--- src/rtl/fetch_unit.sv ---
// Instruction fetch stage: in-order imem requests, instruction queue, redirect flush.
// Optional FETCH_BYPASS_EN: a response reaches ID in its arrival cycle when the queue is empty.
module fetch_unit #(
  parameter int              XLEN     = 32,
  parameter logic [XLEN-1:0] RESET_PC = '0,
  parameter int              QDEPTH   = 2
) (
  input  logic            clk,
  input  logic            rst,
  output logic            imem_req_valid,
  input  logic            imem_req_ready,
  output logic [XLEN-1:0] imem_req_addr,
  input  logic            imem_rsp_valid,
  input  logic [XLEN-1:0] imem_rsp_data,
  input  logic            stall_ID,
  input  logic            redirect,
  input  logic [XLEN-1:0] redirect_pc,
  output logic            valid_ID,
  output logic [31:0]     instr_ID,
  output logic [XLEN-1:0] pc_ID,
  output logic [XLEN-1:0] pc_plus4_ID,
  output logic [1:0]      dbg_state
);

  localparam int CW = $clog2(QDEPTH) + 1;
  localparam int AW = $clog2(QDEPTH);
  localparam logic [31:0] NOP = 32'h0000_0013;

  typedef enum logic [1:0] {BOOT = 2'd0, RUN = 2'd1, FLUSH = 2'd2} state_t;

  state_t          state, state_nxt;
  logic [XLEN-1:0] fetch_pc;
  logic [CW-1:0]   inflight, drop, count;
  logic [XLEN-1:0] last_pc;

  logic [31:0]     iq_instr [QDEPTH];
  logic [XLEN-1:0] iq_pc    [QDEPTH];
  logic [AW-1:0]   iq_head, iq_tail;

  // PCs of issued requests, matched to responses in issue order (stale ones included).
  logic [XLEN-1:0] pq_pc [QDEPTH];
  logic [AW-1:0]   pq_head, pq_tail;

  logic            accept, rsp_live, bypass, push, pop;
  logic [CW:0]     occupancy;
  logic            unused_pc_bits;

  assign unused_pc_bits = ^redirect_pc[1:0];
  assign dbg_state      = state;

  // Handshakes: a request transfers when imem_req_valid && imem_req_ready; the address
  // stays stable until then. ID consumes instr_ID/pc_ID when valid_ID && !stall_ID.
  assign accept    = imem_req_valid && imem_req_ready;
  assign occupancy = (CW+1)'(inflight) + (CW+1)'(count);
  assign rsp_live  = imem_rsp_valid && !redirect && (drop == '0);
`ifdef FETCH_BYPASS_EN
  assign bypass    = rsp_live && (count == '0);
`else
  assign bypass    = 1'b0;
`endif
  assign pop       = (count != '0) && !stall_ID;
  assign push      = rsp_live && !(bypass && !stall_ID);

  // State register
  always_ff @(posedge clk) begin
    if (rst) state <= BOOT;
    else     state <= state_nxt;
  end

  // Next-state logic
  always_comb begin
    state_nxt = state;
    if (redirect) begin
      state_nxt = FLUSH;
    end else begin
      case (state)
        BOOT:    state_nxt = RUN;
        FLUSH:   state_nxt = RUN;
        default: state_nxt = RUN;
      endcase
    end
  end

  // Outputs
  always_comb begin
    imem_req_valid = !rst && (state == RUN) && !redirect && (occupancy < (CW+1)'(QDEPTH));
    imem_req_addr  = fetch_pc;
    valid_ID       = (count != '0) || bypass;
    instr_ID       = NOP;
    pc_ID          = last_pc;
    if (count != '0) begin
      instr_ID = iq_instr[iq_head];
      pc_ID    = iq_pc[iq_head];
    end else if (bypass) begin
      instr_ID = imem_rsp_data[31:0];
      pc_ID    = pq_pc[pq_head];
    end
    pc_plus4_ID = pc_ID + XLEN'(4);
  end

  // Control and pointers
  always_ff @(posedge clk) begin
    if (rst) begin
      fetch_pc <= RESET_PC;
      inflight <= '0;
      drop     <= '0;
      count    <= '0;
      iq_head  <= '0;
      iq_tail  <= '0;
      pq_head  <= '0;
      pq_tail  <= '0;
      last_pc  <= RESET_PC;
    end else begin
      if (valid_ID)       last_pc <= pc_ID;
      if (accept)         pq_tail <= pq_tail + AW'(1);
      if (imem_rsp_valid) pq_head <= pq_head + AW'(1);
      inflight <= inflight + CW'(accept) - CW'(imem_rsp_valid);
      if (redirect) begin
        // Everything still outstanding belongs to the abandoned path.
        fetch_pc <= {redirect_pc[XLEN-1:2], 2'b00};
        drop     <= inflight - CW'(imem_rsp_valid);
        count    <= '0;
        iq_head  <= '0;
        iq_tail  <= '0;
      end else begin
        if (accept)                          fetch_pc <= fetch_pc + XLEN'(4);
        if (imem_rsp_valid && drop != '0)    drop     <= drop - CW'(1);
        if (push)                            iq_tail  <= iq_tail + AW'(1);
        if (pop)                             iq_head  <= iq_head + AW'(1);
        count <= count + CW'(push) - CW'(pop);
      end
    end
  end

  // Storage arrays carry no reset; pointers and counters qualify them.
  always_ff @(posedge clk) begin
    if (accept) pq_pc[pq_tail] <= fetch_pc;
    if (push && !rst) begin
      iq_instr[iq_tail] <= imem_rsp_data[31:0];
      iq_pc[iq_tail]    <= pq_pc[pq_head];
    end
  end

endmodule

--- config.mk ---
export PLATFORM = sky130hd
export DESIGN_NAME = fetch_unit
export DESIGN_NICKNAME = d
export VERILOG_FILES = /design/src/rtl/fetch_unit.sv
export SDC_FILE = /design/constraint.sdc
export NUM_CORES = 1
export LEC_CHECK = 0
export BUFFER_PORTS_ARGS = -buffer_cell sky130_fd_sc_hd__clkbuf_2
export CORE_AREA = 5 5 163 165
export CTS_CLUSTER_SIZE = 8
export DETAILED_ROUTE_END_ITERATION = 10
export DIE_AREA = 0 0 168 170
export PLACE_DENSITY = 0.72
export REMOVE_ABC_BUFFERS = 1
export SLEW_MARGIN = 20
export SYNTH_ARGS = -nofsm -noshare
export SYNTH_HDL_FRONTEND = slang
export SYNTH_SLANG_ARGS = --single-unit
--- constraint.sdc ---
create_clock -name clk -period 9.1 [get_ports clk]
set_input_delay 1.365 -clock clk [delete_from_list [all_inputs] [get_ports clk]]
set_output_delay 1.365 -clock clk [all_outputs]
set_load 0.02 [all_outputs]
# Word level (Yosys, flattened, before mapping)

Memories as Yosys holds them, arrays and structs flattened. A register that Yosys moved wholly into a read port is not among the register bits.
Index checks and enable logic that the tools add are counted.

Equality and inequality tests: 1
Add/subtract/negate cells: 13
Reduce and logical (&&, ||, !) cells: 18
$lt $le $gt $ge: 1
Mux-type cells: 17

Operators with widths:

| kind                  | count |
|---|---|
| $mux 32               | 4 |
| $add 32x3->32 const B | 2 |
| $mux 1                | 10 |
| $logic_and 1x1->1     | 9 |
| $reduce_bool 2->1     | 4 |
| $mux 2                | 3 |
| $sub 2x1->2           | 3 |
| $add 1x1->1 const B   | 4 |
| $add 2x1->2           | 2 |
| $add 2x2->3           | 1 |
| $logic_not 1->1       | 3 |
| $lt 3x2->1 const B    | 1 |
| $eq 2x1->1 const B    | 1 |
| $logic_not 2->1       | 1 |
| $reduce_or 2->1       | 1 |
| $sub 2x1->2 const B   | 1 |

Input port bits: 70
Flip-flop bits (word level): 76
Logic and storage cells: 64
RAM bits: 192
Memories kept: 3
Output and inout bits: 132

Memory list:

| memory   | depth | width | rd ports | clocked after memory_dff | wr ports | line | RTL |
|---|---|---|---|---|---|---|---|
| iq_instr | 2     | 32    | 1        | 1                        | 1        | 36   | `logic [31:0] iq_instr [QDEPTH];` |
| iq_pc    | 2     | 32    | 1        | 1                        | 1        | 37   | `logic [XLEN-1:0] iq_pc [QDEPTH];` |
| pq_pc    | 2     | 32    | 1        | 1                        | 1        | 41   | `logic [XLEN-1:0] pq_pc [QDEPTH];` |

# Depth between registers and ports, before layout

Gate-level depths: netlist (run 1).

Depth after elaboration: 7
Depth in mapped cells: 13
Gate-level depth less buffers: 10

# Worst setup path after synthesis (run 1)

Ideal clock, no wire load.

Path type: input to register
Start point: input redirect
End point: memory iq_instr[0][0] (enable)
Data required time: 8.465 ns
Path slack: 0.720 ns
Stages on the path: 3
Arrival time: 7.745 ns
Library setup time: 0.635 ns
Buffers on the path: 2
Cell sequence: clkbuf_1 > clkbuf_1 > nor4_1

Word-level cells in the longest chain between the ends: 6

Ends and longest elaborated chain:

| element                         | line | RTL |
|---|---|---|
| start: declaration              | 16   | `input logic redirect,` |
| $logic_not 1->1                 | 55   | `assign rsp_live = imem_rsp_valid && !redirect && (drop == '0);` |
| $logic_and 1x1->1 (2 in series) | 55   |  |
| $logic_and 1x1->1               | 138  | `if (push && !rst) begin` |
| $mux 1                          | 138  |  |
| $mux 1 (not written as such)    | 139  | `iq_instr[iq_tail] <= imem_rsp_data[31:0];` |
| end: declaration                | 36   |  |

No other way between the ends.

# Worst setup path after layout (run 1)

Start point: register count[0]
End point: output pc_plus4_ID[24]

Word-level cells in the longest chain between the ends: 3

Ends and longest elaborated chain:

| element                  | line | RTL |
|---|---|---|
| start: declaration       | 33   | `logic [CW-1:0] inflight, drop, count;` |
| start signal: assignment | 130  | `count <= count + CW'(push) - CW'(pop);` |
| $reduce_bool 2->1        | 91   | `if (count != '0) begin` |
| $mux 32                  | 91   |  |
| $add 32x3->32            | 98   | `pc_plus4_ID = pc_ID + XLEN'(4);` |
| end: declaration         | 21   | `output logic [XLEN-1:0] pc_plus4_ID,` |

No other way between the ends.

==> results.md, run 1 <==
* Status: finished clean
* Total GRT Usage at 0.1670
* Max stage delay cell, worst path: nor2_8
* Register area share after synthesis at 0.6385
* Critical Path, Cell by Cell: nor2_8 > inv_4 > mux2i_1 > inv_1 > ha_1 > nor4b_1 > nand4_2 > nor4_2 > xnor2_1 > clkbuf_2
* Cell Area, Synth at between 0.01 and 0.015 mm^2
* Die area at roughly 0.029 mm^2
* Max clock buf depth at 3
* Async SR Flop Fraction at 0
* Starting DRC count in detailed routing at 410
* Required time worst endpoint at approximately 7.7 ns
* EDFF count, synth at around 180
* Total Neg Setup Slack at 0 ns
* CP endpoint kind: output port
* Placed Cells at approximately 1300
* Max Fanout on Critical Path at 43
* Worst-Margin Slew at approximately 1.1 ns
* Max cap viols at 0
* Placement Setup Slack at ~3.9 ns
* Vias per inst at between 5 and 6
* Setup bufs post-CTS at 0
* F_max at about 0.18 GHz
* Yosys warns at 0
* Final WS setup at about 3.5 ns
* Leak pwr at 5.182 nW
* Peak VDD IR at roughly 0.11 mV
* Top_reg_cell synth: edfxtp_1
* Hold Path Class: register to register
* Post-CTS resize count at 0
* Final Skew at around 0.022 ns
* Setup CP Type: register to output port
* PortBufs at 197
* Max-slew headroom at 0.2997
* Starting Density at 0.4433
* Core ar. at around 0.025 mm^2
* Rows at 58
* Synth Register Bits at 260
* CTS tree: done
* First-pass GRT wire length at about 39000 um
* Initial antenna violation count at 1
* Final setup violating endpoints at 0
* Largest net degree at the start of global routing at 76
* Vias in the first global route at around 7200
* CP peak stage delay at 0.62 ns
* CTS sink cnt at 260
* Tmin final at about 5.6 ns
* Grt ovf at 0
* Fillers at approximately 2100
* Final weighted congestion in routability-driven placement at between 0.8 and 0.9
* Die W at ~170 um
* H-tree depth at 2
* Area Growth Syn to Fin at 21.52%
* ANT nets after route at 0
* Die height at 170 um
* Total number of vias at between 7000 and 8000
* Count of final hold-check violations at 0
* Netlist cell types at 58
* IO Pins at between 200 and 250
* Number of buffers created by CTS at 38
* Post-DP HPWL at 15830 um
* # diodes at 0
* Final hold slack at 0.5189 ns
* TritonRoute pass-1 iters at 5
* Clock root buffer: clkbuf_16
* Clock-pin slew on the worst setup and hold paths at ~0.05 ns
* Crit path DAT at approximately 4.2 ns
* Final cell count without fillers at roughly 1400
* RSZ-0062 raised after global routing: false
* DR DRC count at 0
* Cell Pwr Density at roughly 220 mW/mm^2
* Final Cycle Share at 0.6158
* Share of layout cells above drive strength 1 at 0.2988
* Nets at about 1100
* Avg Cell Area, Syn at ~13 um^2
* Cts hold-fix bufs at 0
* Later-pin clock latency in the skew report at a little over 0.5 ns
* Cells after Synth at 848
* Drt wl/cell at ~17 um
* Element type at the critical path start: register
* CP top delay family: simple AND/OR/NAND/NOR gates
* Sum of buffers and inverters on the critical path at 3
* Fin. max-slew vios at 0
* Total power at about 2.9 mW
* Final wirelength at 24220 um
## path summary, 6_finish.rpt
check / cells after the start / from / slack [ns] / endpoint
setup reg to reg: 9 / count[0] / 5.33 / inflight[0]
hold reg to reg: 2 / last_pc[31] / 0.52 / last_pc[31]
hold / removal: 2 / last_pc[31] / 0.52 / last_pc[31]
setup / recovery: 10 / count[0] / 3.50 / pc_plus4_ID[24]
## layer usage
metal / vias to the layer above / routed length (um) / GRT usage
met1: 3470 / 10860 / 0.2267
li1: 3483 / - / -
met3: 37 / 1543 / 0.03508
met2: 238 / 11370 / 0.2741
met5: - / 0 / 0
met4: 0 / 447 / 0.04693
## worst reg2reg max path, cell delays in order (launching register included)
cell and delay (ns):
dfxtp_1 0.63, and2_1 0.22, fa_1 0.42, nor2_1 0.30, and4_1 0.50, clkinv_1 0.61
ha_1 0.52, inv_1 0.04, ha_1 0.25, nor2b_1 0.12
## power breakdown
group | internal (mW) | total [mW] | switching, mW
Sequential | 1.30 | 1.33 | 0.0259
Combinational | 0.0909 | 0.257 | 0.167
Clock | 0.828 | 1.31 | 0.480
Total | 2.22 | 2.89 | 0.673
## layout by cell type, fill, tap and decap left out, drive strengths merged, types with 16 or more instances in the layout
| cell type | n |
|---|---|
| edfxtp | 184 |
| clkbuf | 263 |
| o21ai | 19 |
| nand3 | 17 |
| mux2i | 69 |
| inv | 35 |
| a21oi | 30 |
| dfxtp | 76 |
| nor4 | 16 |
| nand4 | 16 |
| mux2 | 49 |
| nor3 | 19 |
| nor2 | 99 |
| nand2 | 44 |
| xnor2 | 32 |
## cells in the mapped netlist, types with 4 or more instances
library cell,number,area share
xnor2_1,32,0.025
a21o_1,5,0.0034
ha_1,8,0.0091
nor2_1,97,0.033
buf_4,7,0.0048
or3_1,5,0.0028
buf_1,8,0.0027
nor4_2,8,0.0091
nor3_1,15,0.0068
nand3_1,16,0.0073
a211oi_1,4,0.0027
and3_1,9,0.0051
nor2b_1,9,0.0051
xor2_1,12,0.0095
edfxtp_1,184,0.50
inv_1,34,0.012
a21oi_1,29,0.013
mux2i_1,68,0.062
dfxtp_1,76,0.14
mux2_2,48,0.049
nand4_1,14,0.0079
nor3_2,4,0.0036
nand2_1,44,0.015
clkbuf_1,20,0.0068
a31oi_1,13,0.0074
and4_1,6,0.0048
and2_1,13,0.0074
o21ai_0,16,0.0073
nor4_1,6,0.0034
## flip-flops by register name, summed over array words and instances (netlist names), named ones only
register / cells
iq_instr: 64
iq_pc: 60
pq_pc: 60
last_pc: 32
imem_req_addr: 30
count: 2
dbg_state: 2
drop: 2
inflight: 2
iq_head: 1
iq_tail: 1
pq_head: 1
pq_tail: 1
## area by class of cell
cell class              count  area (um^2)  area share
flip-flops and latches    260         7051      0.5257
multi-input cells         511         3623      0.2702
clock buffers              66         1077     0.08033
repair buffers            205         1046     0.07800
well taps                 330        412.9     0.03079
inverters                  36        137.6     0.01026
clock inverters             3        62.56    0.004665
## cells by family (layout without fill, tap and decap cells)
logic type / after synthesis / in the layout / share of synthesized area
AO/OA/AOI/OAI: 79 / 79 / 0.04184
XOR/XNOR: 44 / 44 / 0.03492
adder cells (fa/ha/maj): 9 / 9 / 0.01088
buffers and inverters: 78 / 310 / 0.03435
flip-flops: 260 / 260 / 0.6385
multiplexers: 118 / 118 / 0.1129
other: 1 / 2 / 0.0003398
AND/OR/NAND/NOR: 259 / 259 / 0.1262
## per-stage QoR
step,utilization,cell area [um^2]
6_report,0.5388,13410
5_1_grt,0.5388,13410
3_5_place_dp,0.4930,12270
4_1_cts,0.5388,13410
3_3_place_gp,0.4930,12270
2_1_floorplan,-,10800
Note: power is estimated with default switching activity, not from simulation.
==> run 2: changes to the inputs <==
--- a/config.mk
+++ b/config.mk
@@ -10,7 +10,7 @@
 export CTS_CLUSTER_SIZE = 8
 export DETAILED_ROUTE_END_ITERATION = 10
 export DIE_AREA = 0 0 168 170
-export PLACE_DENSITY = 0.72
+export PLACE_DENSITY = 0.75
 export REMOVE_ABC_BUFFERS = 1
 export SLEW_MARGIN = 20
 export SYNTH_ARGS = -nofsm -noshare
==> constraint.sdc (replaced) <==
create_clock -name clk -period 5.1 [get_ports clk]
set_input_delay 0.765 -clock clk [delete_from_list [all_inputs] [get_ports clk]]
set_output_delay 0.765 -clock clk [all_outputs]
set_load 0.02 [all_outputs]
==> results.md, run 2 (synthesis results as in run 1) <==
* Clock root buffer: clkbuf_16
* Vias in the first global route at 7187
* CP top delay family: simple AND/OR/NAND/NOR gates
* Leak pwr at between 5 and 6 nW
* Commonest non-fill, non-tap cells in the layout: 197 x clkbuf_2, 184 x edfxtp_1, 96 x nor2_1
* Final setup violating endpoints at 0
* Setup bufs post-CTS at 0
* Count of final hold-check violations at 0
* Core Util, Final at 0.5410
* Largest reg by FF count: iq_instr
* Crit. path cell count at 11
* Max Fanout on Critical Path at 29
* CTS sink cnt at 260
* Tmin final at about 4.4 ns
* Setup CP Type: register to output port
* Critical Path, Cell by Cell: nor2_8 > inv_4 > mux2i_1 > inv_1 > ha_1 > nor4b_1 > buf_4 > nand4_2 > nor4_2 > xor2_1 > clkbuf_2
* Number of buffers created by CTS at 38
* First-pass GRT wire length at around 39000 um
* Later-pin clock latency in the skew report at approximately 0.50 ns
* # diodes at 0
* Vias per inst at just over 5
* Grt ovf at 0
* Sum of buffers and inverters on the critical path at 4
* Peak VDD IR at 0.1976 mV
* Fin. max-slew vios at 0
* ANT nets after route at 0
* Die W at 168 um
* CP endpoint kind: output port
* Final hold slack at between 0.4 and 0.5 ns
* Worst-Margin Slew at roughly 0.94 ns
* Element type at the critical path start: register
* Final weighted congestion in routability-driven placement at between 0.8 and 0.9
* CTS tree: done
* Crit path DAT at approximately 3.6 ns
* DR DRC count at 0
* Required time worst endpoint at 4.34 ns
* Drt wl/cell at ~18 um
* Reg-to-reg critical path startpoint: count[0]
* Core ar. at around 0.025 mm^2
* Final wirelength at around 25000 um
* TritonRoute pass-1 iters at 5
* Starting DRC count in detailed routing at ~480
* Post-CTS resize count at 0
* Die area at about 0.029 mm^2
* Max reg flops at 64
* End of the worst register-to-register path: imem_req_addr[26]
* Max-slew headroom at 0.3741
* Largest regs: iq_instr (64), iq_pc (60), pq_pc (60)
* RSZ-0062 raised after global routing: false
* PortBufs at between 150 and 200
* Max stage delay cell, worst path: dfxtp_1
* Nets at ~1100
* H-tree depth at 2
* FF-to-FF path depth at 10
* Area Growth Syn to Fin at 22.03%
* Final Skew at between 0.01 and 0.015 ns
* Placed Area at 0.01234 mm^2
* Worst setup startpoint: count[1]
* Share of layout cells above drive strength 1 at 0.3049
* Die height at 170 um
* Status: finished clean
* Cts hold-fix bufs at 0
* Total number of vias at roughly 7300
* Clock-pin slew on the worst setup and hold paths at 0.05 ns
* CP endpoint: pc_plus4_ID[28]
* Largest net degree at the start of global routing at 76
* F_max at 0.2291 GHz
* Commonest non-fill, non-tap cell in the layout: clkbuf_2
* Reg2Reg Setup Slack at ~1.6 ns
* Rows at 58
* Starting Density at 0.4433
* Final Cycle Share at 0.8559
* Max clock buf depth at 3
* CP peak stage delay at 0.65 ns
* Hold Path Class: primary input to register
* IO Pins at between 200 and 250
* Initial antenna violation count at 0
* Post-DP HPWL at approximately 17000 um
* Total GRT Usage at 0.1722
* Cell Pwr Density at approximately 380 mW/mm^2
* Fin area at 0.01347 mm^2
* Max cap viols at 0
## run 2: how the worst min path moves through the flow
stage | endpoint | cells past startpoint | start | slack, ns
global placement | register | 2 | pq_head | 0.49
detailed placement | last_pc[31] | 2 | last_pc[31] | 0.51
global route | iq_instr[1][17] | 1 | imem_rsp_data[17] | 0.44
finish | iq_instr[0][17] | 1 | imem_rsp_data[17] | 0.46
floorplan | last_pc[31] | 2 | last_pc[31] | 0.47
CTS | iq_instr[0][6] | 1 | imem_rsp_data[6] | 0.44
## run 2: layout make-up
| class | instances | area [um^2] |
|---|---|---|
| inverters | 36 | 137.6 |
| multi-input cells | 511 | 3623 |
| flip-flops and latches | 260 | 7051 |
| repair buffers | 214 | 1114 |
| well taps | 330 | 412.9 |
| clock buffers | 67 | 1124 |
| clock inverters | 1 | 5.005 |
| fillers | 2078 | 11420 |
## run 2: per-stage QoR
step | instances | power [mW] | setup slack [ns] | setup TNS, ns
2_1_floorplan | 807 | 2.689 | -2.394 | -148.78
3_3_place_gp | 1351 | 2.865 | 1.302 | 0
3_5_place_dp | 1351 | 2.878 | 1.193 | 0
4_1_cts | 1419 | 5.218 | 0.6666 | 0
5_1_grt | 1419 | 5.355 | 0.4302 | 0
6_report | 1419 | 5.151 | 0.7348 | 0
## run 2: metal layers
layer / GRT usage / vias to the layer above / wire [um]
met5: 0 / - / 0
met4: 0.04975 / 0 / 469
met3: 0.03159 / 36 / 1487
met2: 0.2830 / 235 / 11920
met1: 0.2361 / 3513 / 11240
li1: - / 3512 / -
## run 2: power by group
group | internal, mW | switching [mW] | total [mW]
clock network | 1.48 | 0.840 | 2.32
registers | 2.32 | 0.0451 | 2.37
logic | 0.165 | 0.303 | 0.468
==> run 3: changes to the inputs <==
--- a/config.mk
+++ b/config.mk
@@ -7,6 +7,7 @@
 export LEC_CHECK = 0
 export BUFFER_PORTS_ARGS = -buffer_cell sky130_fd_sc_hd__clkbuf_2
 export CORE_AREA = 5 5 163 165
+export CTS_BUF_LIST = sky130_fd_sc_hd__clkbuf_4 sky130_fd_sc_hd__clkbuf_8
 export CTS_CLUSTER_SIZE = 8
 export DETAILED_ROUTE_END_ITERATION = 10
 export DIE_AREA = 0 0 168 170
==> results.md, run 3 (synthesis results as in run 1) <==
* First-pass GRT wire length at just under 40000 um
* Reg2Reg Setup Slack at 1.59 ns
* PortBufs at just under 200
* Later-pin clock latency in the skew report at 0.53 ns
* Post-DP HPWL at roughly 17000 um
* Reg-to-reg critical path startpoint: count[0]
* Drt wl/cell at about 17 um
* Die height at roughly 170 um
* Cell Pwr Density at about 360 mW/mm^2
* Max-slew headroom at 0.3766
* Hold Startpoint: imem_rsp_data[31]
* Final setup violating endpoints at 0
* Total GRT Usage at 0.1719
* Largest net degree at the start of global routing at 76
* FF-to-FF path depth at 10
* Area Growth Syn to Fin at 20.02%
* Vias in the first global route at 7349
* Post-CTS resize count at 0
* Element type at the critical path start: register
* Hold Path Class: primary input to register
* F_max at 0.2298 GHz
* # diodes at 0
* Fin. max-slew vios at 0
* Hold path cells at 1
* Initial antenna violation count at 0
* Setup bufs post-CTS at 0
* Share of layout cells above drive strength 1 at 0.3318
* Hold EP: iq_instr[0][31]
* Final Cycle Share at 0.8534
* Count of final hold-check violations at 0
* RSZ-0062 raised after global routing: false
* Vias per inst at ~5.1
* CTS tree: done
* Max reg flops at 64
* Final cell count without fillers at roughly 1400
* Peak VDD IR at 0.1540 mV
* End of the worst register-to-register path: imem_req_addr[26]
* Die W at between 150 and 200 um
* ANT nets after route at 0
* Final Skew at around 0.027 ns
* Final hold slack at around 0.44 ns
* Nets at about 1100
* Leak pwr at between 5 and 6 nW
* Placed Cells at approximately 1400
* Tmin final at 4.352 ns
* Final weighted congestion in routability-driven placement at just over 0.8
* Grt ovf at 0
* Setup CP Type: register to output port
* Total number of vias at 7334
* Cts hold-fix bufs at 0
* Largest reg by FF count: iq_instr
* Number of buffers created by CTS at 44
* Commonest non-fill, non-tap cells in the layout: 197 x clkbuf_2, 184 x edfxtp_1, 96 x nor2_1
* Rows at 58
* Status: finished clean
* Crit path DAT at between 3 and 4 ns
* Starting DRC count in detailed routing at about 460
* CP endpoint kind: output port
* Required time worst endpoint at around 4.3 ns
* Worst-Margin Slew at slightly above 0.9 ns
* TritonRoute pass-1 iters at 5
* Final wirelength at 25010 um
* CTS sink cnt at 260
* Die area at between 0.02 and 0.03 mm^2
* Clock-pin slew on the worst setup and hold paths at around 0.060 ns
* Total power at ~4.7 mW
* Starting Density at 0.4433
* Largest regs: iq_instr (64), iq_pc (60), pq_pc (60)
* DR DRC count at 0
* Fillers at about 2100
* Max Fanout on Critical Path at 29
* Clock root buffer: clkbuf_8
* IO Pins at 202
* Max clock buf depth at 3
* Max cap viols at 0
* Core ar. at ~0.025 mm^2
* Commonest non-fill, non-tap cell in the layout: clkbuf_2
* H-tree depth at 2
run 3: cell types whose count changed in the layout (fill, tap and decap cells not counted), sizes merged:
cell / previous run / this run
bufinv: 0 / 1
clkbuf: 264 / 266
clkinv: 2 / 10
run 3: per-stage QoR:
| step | utilization | setup TNS [ns] | area (um^2) | worst slack (ns) |
|---|---|---|---|---|
| final | 0.5321 | 0 | 13250 | 0.7477 |
| after global routing | 0.5321 | 0 | 13250 | 0.3682 |
| after global placement | 0.4957 | 0 | 12340 | 1.302 |
| after CTS | 0.5321 | 0 | 13250 | 0.6201 |
| after floorplan | - | -148.78 | 10800 | -2.394 |
| after detailed placement | 0.4957 | 0 | 12340 | 1.193 |
run 3: per-layer routing:
| metal | GRT usage | share of wire |
|---|---|---|
| met1 | 0.2335 | 0.44 |
| met2 | 0.2818 | 0.47 |
| met5 | 0 | 0 |
| met4 | 0.05116 | 0.020 |
| met3 | 0.03438 | 0.064 |
run 3: how the worst max path moves through the flow:
stage	endpoint	cells after the start	start	slack, ns
after global routing	pc_plus4_ID[28]	11	count[1]	0.37
after global placement	pc_plus4_ID[28]	11	count[1]	1.30
final	pc_plus4_ID[28]	11	count[1]	0.75
after detailed placement	pc_plus4_ID[28]	11	count[1]	1.19
after CTS	pc_plus4_ID[28]	11	count[1]	0.62
after floorplan	iq_instr[0][0]	1	redirect	-2.39
run 3: where the power goes:
group          switching, mW  internal [mW]
sequential            0.0449           2.32
combinational          0.302          0.165
clock                  0.783           1.09
run 3: cell type report:
type | count | area [um^2] | share of cell area
Inverter | 36 | 137.6 | 0.01039
Clock buffer | 69 | 837.1 | 0.06320
Tap cell | 330 | 412.9 | 0.03117
Sequential cell | 260 | 7051 | 0.5323
Clock inverter | 10 | 70.07 | 0.005290
Multi-Input combinational cell | 511 | 3623 | 0.2736
Timing Repair Buffer | 214 | 1114 | 0.08407
run 3: critical path: stages, from the launching register on:
cell and delay (ns):
dfxtp_1 0.65, nor2_8 0.05, inv_4 0.37, mux2i_1 0.24
inv_1 0.13, ha_1 0.21, nor4b_1 0.24, buf_4 0.18
nand4_2 0.31, nor4_2 0.31, xor2_1 0.19, clkbuf_2 0.19
